$ cat src/rtl/demux_tdm_4_4_if.sv
// Nibble-stream and demultiplexed-channel bundle for demux_tdm_4_4.
// The master drives the TDM stream and reads the channels; the slave is the demultiplexer.
interface demux_tdm_4_4_if;
    logic       inSinc;
    logic       inValido;
    logic [3:0] inDado;
    logic [3:0] outA;
    logic [3:0] outB;
    logic [3:0] outC;
    logic [3:0] outD;
    logic       outValido;
    logic       outErro;
    logic [1:0] outSlot;
    logic       outTravado;

    modport master (
        output inSinc, inValido, inDado,
        input  outA, outB, outC, outD, outValido, outErro, outSlot, outTravado
    );

    modport slave (
        input  inSinc, inValido, inDado,
        output outA, outB, outC, outD, outValido, outErro, outSlot, outTravado
    );
endinterface

$ cat src/rtl/demux_tdm_4_4.sv
// Four-slot TDM nibble demultiplexer: locks on frame sync, collects slots 0..2 in shadow
// registers and commits all four channels together when the slot-3 nibble arrives.
module demux_tdm_4_4 #(
    parameter int TIMEOUT = 8
) (
    input  logic              clock,
    input  logic              reset,
    demux_tdm_4_4_if.slave    bus
);
    localparam int IDLE_W = $clog2(TIMEOUT + 1);

    typedef enum logic {BUSCA, RECEBE} estado_t;

    estado_t             estado, proxEstado;
    logic [1:0]          slot, proxSlot;
    logic [IDLE_W-1:0]   idleCnt, proxIdle, idleInc;

    logic [3:0]          shA, shB, shC;
    logic                wrShadow;
    logic [1:0]          wrIdx;

    logic [3:0]          regA, regB, regC, regD;
    logic                commit, erro;
    logic                valReg, errReg;

    always_ff @(posedge clock) begin
        if (reset) begin
            estado  <= BUSCA;
            slot    <= 2'd0;
            idleCnt <= '0;
        end else begin
            estado  <= proxEstado;
            slot    <= proxSlot;
            idleCnt <= proxIdle;
        end
    end

    assign idleInc = idleCnt + 1'b1;

    // Framing decisions for the nibble (or idle cycle) sampled at this edge.
    always_comb begin
        proxEstado = estado;
        proxSlot   = slot;
        proxIdle   = idleCnt;
        wrShadow   = 1'b0;
        wrIdx      = 2'd0;
        commit     = 1'b0;
        erro       = 1'b0;

        unique case (estado)
            BUSCA: begin
                proxIdle = '0;
                if (bus.inValido && bus.inSinc) begin
                    wrShadow   = 1'b1;
                    wrIdx      = 2'd0;
                    proxSlot   = 2'd1;
                    proxEstado = RECEBE;
                end
            end
            RECEBE: begin
                if (bus.inValido) begin
                    proxIdle = '0;
                    if (slot == 2'd0) begin
                        if (bus.inSinc) begin
                            wrShadow = 1'b1;
                            wrIdx    = 2'd0;
                            proxSlot = 2'd1;
                        end else begin
                            erro       = 1'b1;
                            proxEstado = BUSCA;
                        end
                    end else if (bus.inSinc) begin
                        // Early sync: the new nibble restarts the frame as slot 0.
                        erro     = 1'b1;
                        wrShadow = 1'b1;
                        wrIdx    = 2'd0;
                        proxSlot = 2'd1;
                    end else if (slot == 2'd3) begin
                        commit   = 1'b1;
                        proxSlot = 2'd0;
                    end else begin
                        wrShadow = 1'b1;
                        wrIdx    = slot;
                        proxSlot = slot + 2'd1;
                    end
                end else if (slot != 2'd0) begin
                    if (idleInc == IDLE_W'(TIMEOUT)) begin
                        erro       = 1'b1;
                        proxSlot   = 2'd0;
                        proxIdle   = '0;
                        proxEstado = BUSCA;
                    end else begin
                        proxIdle = idleInc;
                    end
                end
            end
            default: proxEstado = BUSCA;
        endcase
    end

    always_ff @(posedge clock) begin
        if (reset) begin
            shA <= 4'd0;
            shB <= 4'd0;
            shC <= 4'd0;
        end else if (wrShadow) begin
            unique case (wrIdx)
                2'd0:    shA <= bus.inDado;
                2'd1:    shB <= bus.inDado;
                default: shC <= bus.inDado;
            endcase
        end
    end

    // Commit stage: channels change only on a complete frame, one clock after slot 3.
    always_ff @(posedge clock) begin
        if (reset) begin
            regA   <= 4'd0;
            regB   <= 4'd0;
            regC   <= 4'd0;
            regD   <= 4'd0;
            valReg <= 1'b0;
            errReg <= 1'b0;
        end else begin
            valReg <= commit;
            errReg <= erro;
            if (commit) begin
                regA <= shA;
                regB <= shB;
                regC <= shC;
                regD <= bus.inDado;
            end
        end
    end

    assign bus.outA       = regA;
    assign bus.outB       = regB;
    assign bus.outC       = regC;
    assign bus.outD       = regD;
    assign bus.outValido  = valReg;
    assign bus.outErro    = errReg;
    assign bus.outSlot    = slot;
    assign bus.outTravado = (estado == RECEBE);

    pulsosExclusivos: assert property (@(posedge clock) !(valReg && errReg));

endmodule
$ cat src/flat_wrapper.sv
// flat-port wrapper written by rule: the top's interface ports become plain ports
module demux_tdm_4_4_flat 
#(
    parameter int TIMEOUT = 8
)
  (clock, reset, bus_inSinc, bus_inValido, bus_inDado, bus_outA, bus_outB, bus_outC, bus_outD, bus_outValido, bus_outErro, bus_outSlot, bus_outTravado);
  demux_tdm_4_4_if bus_i ();
  input  logic clock;
  input  logic reset;
  input wire logic [$bits(bus_i.inSinc)-1:0] bus_inSinc;
  input wire logic [$bits(bus_i.inValido)-1:0] bus_inValido;
  input wire logic [$bits(bus_i.inDado)-1:0] bus_inDado;
  output wire logic [$bits(bus_i.outA)-1:0] bus_outA;
  output wire logic [$bits(bus_i.outB)-1:0] bus_outB;
  output wire logic [$bits(bus_i.outC)-1:0] bus_outC;
  output wire logic [$bits(bus_i.outD)-1:0] bus_outD;
  output wire logic [$bits(bus_i.outValido)-1:0] bus_outValido;
  output wire logic [$bits(bus_i.outErro)-1:0] bus_outErro;
  output wire logic [$bits(bus_i.outSlot)-1:0] bus_outSlot;
  output wire logic [$bits(bus_i.outTravado)-1:0] bus_outTravado;
  assign bus_i.inSinc = bus_inSinc;
  assign bus_i.inValido = bus_inValido;
  assign bus_i.inDado = bus_inDado;
  assign bus_outA = bus_i.outA;
  assign bus_outB = bus_i.outB;
  assign bus_outC = bus_i.outC;
  assign bus_outD = bus_i.outD;
  assign bus_outValido = bus_i.outValido;
  assign bus_outErro = bus_i.outErro;
  assign bus_outSlot = bus_i.outSlot;
  assign bus_outTravado = bus_i.outTravado;
  demux_tdm_4_4 #(.TIMEOUT(TIMEOUT)) u_core (.clock(clock), .reset(reset), .bus(bus_i));
endmodule
$ cat config.mk
export PLATFORM = sky130hd
export DESIGN_NAME = demux_tdm_4_4_flat
export DESIGN_NICKNAME = d
export VERILOG_FILES = /design/src/rtl/demux_tdm_4_4_if.sv /design/src/rtl/demux_tdm_4_4.sv /design/src/flat_wrapper.sv
export SDC_FILE = /design/constraint.sdc
export NUM_CORES = 1
export LEC_CHECK = 0
export CORE_MARGIN = 4
export CORE_UTILIZATION = 46
export CTS_BUF_LIST = sky130_fd_sc_hd__clkbuf_16
export CTS_CLUSTER_DIAMETER = 40
export CTS_CLUSTER_SIZE = 16
export DETAILED_ROUTE_END_ITERATION = 16
export PLACE_DENSITY = 0.74
export SLEW_MARGIN = 5
export SYNTH_ARGS = -nofsm -noshare
export SYNTH_HDL_FRONTEND = slang
export SYNTH_SLANG_ARGS = --single-unit
$ cat constraint.sdc
create_clock -name clock -period 1.7 [get_ports clock]
set_clock_uncertainty 0.1 [all_clocks]
set_input_delay 0.425 -clock clock [delete_from_list [all_inputs] [get_ports clock]]
set_output_delay 0.425 -clock clock [all_outputs]
set_load 0.005 [all_outputs]
==> results.yml, run 1 <==
global_routing:
  grt-ovfl-total: 0
  grt_pass1_wl_um: 6090
  grtUsageTotal_pct: 17.6
  grt_max_degree: 18
  antenna_found_initial: 0
  first_global_vias: 1377
sta:
  finalCriticalPeriod_ns: 1.68
  grt_setup_unrepaired: "true"
  setup_viol: 0
  report.final.hold_viol_count: 0
  tightest_slew_ns: 0.325
  whs_ns: 0.354
  period_share_pct: 99.1
  relSlewSlack_pct: 78.3
  fmax_mhz: 594
  slew_violations: 0
synthesis:
  synth_cell_types: 36
  synthSimpleGateAreaFrac_pct: 21.8
  yosysTopAreaCell: "dfxtp_1"
  synth_seq_cells: 37
  synth_xor_area_share_pct: 1.06
  avgSynthCellArea_um2: 8.67
  synth-compound-area-share_pct: 15.6
  synth_edf_count: 0
  synth_top_area_share_pct: 44.7
  yosys-mux-area-fraction_pct: 6.04
  netlist_area_um2: 1660
  async_flop_share_pct: 0
  synth_top_family_by_area: "simple AND/OR/NAND/NOR gates"
  netlist_top_cells_area: "dfxtp_1 (45%), nand2_1 (9.3%), mux2i_1 (6.0%)"
  syn_nets: 206
  yosysWarningCount: 0
  synth-main-ff-cell: "dfxtp_1"
  synth-adder-area-share_pct: 5.29
  ys_seq_area_share_pct: 44.7
  syn_inst: 191
place:
  port_buffers: 28
  hpwl_um: 2630
  dp.cells: 264
  gp_congestion: 0.815
finish:
  fillers: 265
  mostFrequentLayoutCells: "nand2_1 (40), dfxtp_1 (33), clkdlybuf4s50_1 (25), buf_4 (19), nor2_1 (16)"
  drive_above_1_share_pct: 22.2
  final_core_util_pct: 66.4
  num_antenna_cells: 0
  area_delta_synth_final_pct: 36.9
  final_nets: 248
  final_cells: 280
  final_common_cell: "nand2_1"
drt:
  avgRoutedWirePerCell_um: 13.5
  vias: 1453
  remaining_drc_errors: 0
  dr.pass1.iters: 4
  ant_nets: 0
  viasPerCell: 5.19
  wirelength_um: 3770
  drt_iter0_markers: 54
die:
  fp.dieArea_um2: 4630
  dieHeight_um: 68.0
  row_count: 21
  initial_core_util_pct: 48.5
  num_io_pins: 29
  core_area_um2: 3420
  die_x_um: 68.0
critical_path:
  cp.required_ns: 1.77
  path_class: "flip-flop to flip-flop"
  arrival_ns: 1.75
  end_kind: "flip-flop"
  critPathMaxFanout: 5
  startpoint_type: "flip-flop"
cts:
  cts_buffers: 5
  ctsHoldBuffers: 0
  worstSkewPairLatency_ns: 0.28
  h-tree-depth: 2
  clock_path_buffers: 2
  cts.sinks: 37
  root_buffer: "clkbuf_16"
  cts_tree: "yes"
  clk_pin_slew_ns: 0.05
power_and_ir_drop:
  ir_worst_vdd_uv: 527
  power_density_nw_per_um2: 829
  leakage_nw: 0.883
worst_hold_path:
  hold_path_class: "flip-flop to flip-flop"
job:
  cap_violations: 0
outcome:
  outcome: "finished clean"
routing by layer:
metal,track usage (%),routed length [um],vias up
met2,30.1,1850,45
met5,0,0,-
met4,7.44,106,0
met1,20.3,1600,671
li1,-,-,727
met3,5.09,210,10
cell type report:
type / instances / area (um2) / area share [%]
repair buffers: 47 / 423 / 18.6
clock inverters: 3 / 17.5 / 0.772
inverters: 5 / 23.8 / 1.05
flip-flops and latches: 37 / 753 / 33.2
multi-input cells: 137 / 868 / 38.3
well taps: 46 / 57.6 / 2.54
clock buffers: 5 / 125 / 5.52
power breakdown:
group	internal, W	switching, W	total, W
clock network	0.000536	0.000335	0.000871
logic	0.0000640	0.0000633	0.000127
registers	0.000875	0.00000847	0.000883
critical path, stage by stage, from the launching register on:
cell	delay, ns
dfxtp_4	0.36
inv_4	0.04
ha_4	0.16
nor4bb_4	0.24
buf_4	0.18
nand3b_1	0.21
mux2i_1	0.22
nor2_1	0.07
worst paths after layout:
check | start | to | cells past startpoint | slack, ns
max | u_core.bus.outSlot[0] | u_core.shC[0] | 7 | 0.02
min | u_core.bus.outC[2] | u_core.bus.outC[2] | 2 | 0.35
max reg2reg | u_core.bus.outSlot[0] | u_core.shC[0] | 7 | 0.02
min reg2reg | u_core.bus.outC[2] | u_core.bus.outC[2] | 2 | 0.35
logic make-up after synthesis:
logic type / count (synthesis)
xor gates and xnor gates: 2
and+or+nand+nor: 81
DFF: 37
AOI/OAI and AO/OA: 37
adders and majority gates: 7
buffers and inverters: 17
muxes: 10
synthesized netlist by cell type (3+ instances only):
| master | instances |
|---|---|
| ha_1 | 7 |
| nand2_1 | 41 |
| buf_2 | 3 |
| nor2b_1 | 6 |
| inv_1 | 5 |
| a21oi_2 | 10 |
| dfxtp_1 | 37 |
| a21oi_1 | 13 |
| nand3_1 | 7 |
| clkbuf_1 | 5 |
| buf_6 | 3 |
| nor2_1 | 16 |
| mux2i_1 | 10 |
flip-flops by register name (all words and copies together), names as in the netlist:
signal	flops
u_core.shB	4
u_core.bus.outSlot	2
u_core.bus.outA	4
u_core.bus.outD	4
u_core.bus.outB	4
u_core.bus.outC	4
u_core.shA	4
u_core.bus.outValido	1
u_core.shC	4
u_core.bus.outTravado	1
u_core.idleCnt	4
u_core.bus.outErro	1
what timing repair did:
item,4_1_cts,5_1_grt
gates resized for setup,6,7
buffers inserted,4,4
pin swaps,1,3
endpoints found under the setup margin,10,29
through the flow:
step / setup TNS [ns] / setup WS (ns) / instance area (um2) / power, W
global placement: -6.98 / -0.291 / 2030 / 0.00101
finish: 0 / 0.0154 / 2270 / 0.00188
CTS: 0 / 0.0000612 / 2220 / 0.00189
floorplan: -0.981 / -0.0707 / 1690 / 0.000955
global route: -0.997 / -0.0976 / 2270 / 0.00195
detailed placement: -7.92 / -0.384 / 2030 / 0.00101
No activity file was read; power rests on OpenSTA's default activity.
==> run 2: changes to the inputs <==
--- a/config.mk
+++ b/config.mk
@@ -16,3 +16,4 @@
 export SYNTH_ARGS = -nofsm -noshare
 export SYNTH_HDL_FRONTEND = slang
 export SYNTH_SLANG_ARGS = --single-unit
+export TNS_END_PERCENT = 1
==> run 2 against run 1 <==
The flow now finishes with violations (negative setup slack). Via count rose by 2.1%. Cell area fell by 0.77%. Total power barely moved. First-iteration DRC count rose by 94%. Utilization fell by 0.51 points. Combinational power barely moved. Critical path depth did not move. Clock-buffer cell count did not move. Global-route usage rose by 1.7 points. Sequential share of layout area rose by 0.20 points. Fmax fell by 4.4%. Critical path type unchanged.
==> results.yml, run 2 (synthesis gave the netlist of run 1 again) <==
outcome:
  outcome: "complete, but fails checks"
  violations: "negative setup slack"
die:
  row_count: 21
  initial_core_util_pct: 48.5
  dieHeight_um: 68.0
  num_io_pins: 29
  die_x_um: 68.0
  fp.dieArea_um2: 4630
  core_area_um2: 3420
cts:
  h-tree-depth: 2
  cts_buffers: 5
  cts_tree: "yes"
  cts.sinks: 37
  worstSkewPairLatency_ns: 0.28
  root_buffer: "clkbuf_16"
  clock_path_buffers: 2
  clk_pin_slew_ns: 0.05
sta:
  fmax_mhz: 568
  relSlewSlack_pct: 78.2
  slew_violations: 0
  report.final.hold_viol_count: 0
  finalCriticalPeriod_ns: 1.76
  whs_ns: 0.356
  setup_viol: 5
  tightest_slew_ns: 0.326
  period_share_pct: 104
  grt_setup_unrepaired: "true"
  fin_ws_ns: -0.0620
finish:
  final_common_cell: "nand2_1"
  mostFrequentLayoutCells: "nand2_1 (40), dfxtp_1 (34), clkdlybuf4s50_1 (23), buf_4 (17), nor2_1 (16)"
  drive_above_1_share_pct: 21.1
  area_delta_synth_final_pct: 35.9
  final_nets: 246
  num_antenna_cells: 0
worst_hold_path:
  hold_path_class: "flip-flop to flip-flop"
  hold-path-endpoint: "u_core.bus.outC[2]"
  hp-start: "u_core.bus.outC[2]"
  hold-path-cell-count: 2
critical_path:
  r2r_start: "u_core.bus.outSlot[0]"
  path_class: "flip-flop to flip-flop"
  ff2ff_path_depth: 7
  regToRegSetupSlack_ns: -0.06
  critPathMaxFanout: 5
  r2r_end: "u_core.shC[1]"
  end_kind: "flip-flop"
  cp.required_ns: 1.76
  arrival_ns: 1.83
  startpoint_type: "flip-flop"
global_routing:
  grtUsageTotal_pct: 19.3
  grt-ovfl-total: 0
  first_global_vias: 1446
  grt_pass1_wl_um: 6530
  grt_max_degree: 18
  antenna_found_initial: 0
place:
  hpwl_um: 2640
  port_buffers: 28
  gp_congestion: 0.833
drt:
  dr.pass1.iters: 4
  ant_nets: 0
  wirelength_um: 3960
  vias: 1483
  drt_iter0_markers: 105
  remaining_drc_errors: 0
  avgRoutedWirePerCell_um: 14.3
  viasPerCell: 5.33
job:
  cap_violations: 0
power_and_ir_drop:
  ir_worst_vdd_uv: 476
  p_total_w: 0.00188
  power_density_nw_per_um2: 835
  leakage_nw: 0.897
## run 2: layout make-up
type	instances	area [um2]
multi-input combinational	137	862
fill	275	1160
clock inverter	3	17.5
clock buffer	5	125
tap	46	57.6
timing repair buffer	45	413
inverter	5	23.8
sequential	37	752
## run 2: critical path, stage by stage, from the launching register on
cell and delay (ns):
dfxtp_4 0.37, inv_4 0.04, ha_4 0.15, nor4bb_2 0.28
buf_4 0.19, nand3b_1 0.21, mux2i_1 0.24, nor2_1 0.07
## run 2: worst max-delay path by stage
stage | from | endpoint | slack, ns | cells after the start
finish | u_core.bus.outSlot[0] | u_core.shC[1] | -0.06 | 7
global route | u_core.bus.outSlot[0] | u_core.shC[0] | -0.12 | 7
CTS | u_core.bus.outSlot[0] | u_core.shC[1] | -0.02 | 7
detailed placement | bus_inSinc | u_core.shB[3] | -0.41 | 6
global placement | bus_inSinc | u_core.shB[1] | -0.28 | 6
floorplan | u_core.bus.outSlot[1] | u_core.bus.outA[1] | -0.07 | 10
## run 2: per-layer routing
metal / up-vias / GRT usage (%) / wire [um]
met3: 8 / 4.93 / 188
met1: 704 / 21.8 / 1650
met4: 0 / 10.2 / 73
met2: 49 / 33.0 / 2050
li1: 722 / - / -
met5: - / 0 / 0
## run 2: where the power goes
part	total (W)	switching (W)	internal (W)
Clock	0.000871	0.000334	0.000536
Combinational	0.000125	0.0000631	0.0000620
Sequential	0.000883	0.00000900	0.000874
## run 2: repair_timing
| item | CTS | global route |
|---|---|---|
| setup buffers | 4 | 2 |
| setup endpoints to repair | 24 | 31 |
| gates resized for setup | 7 | 7 |
| hold buffers | 0 | 0 |
| pin swaps | 3 | 4 |
## run 2: per-stage QoR
stage / cells / setup TNS [ns] / setup WS [ns] / instance area [um2] / utilization, %
after global routing: 278 / -1.68 / -0.124 / 2250 / 65.9
final: 278 / -0.128 / -0.0620 / 2250 / 65.9
after CTS: 276 / -0.0198 / -0.0198 / 2220 / 65.0
after detailed placement: 264 / -8.71 / -0.408 / 2030 / 59.5
after global placement: 264 / -7.09 / -0.282 / 2030 / 59.5
after floorplan: 191 / -0.981 / -0.0707 / 1690 / -
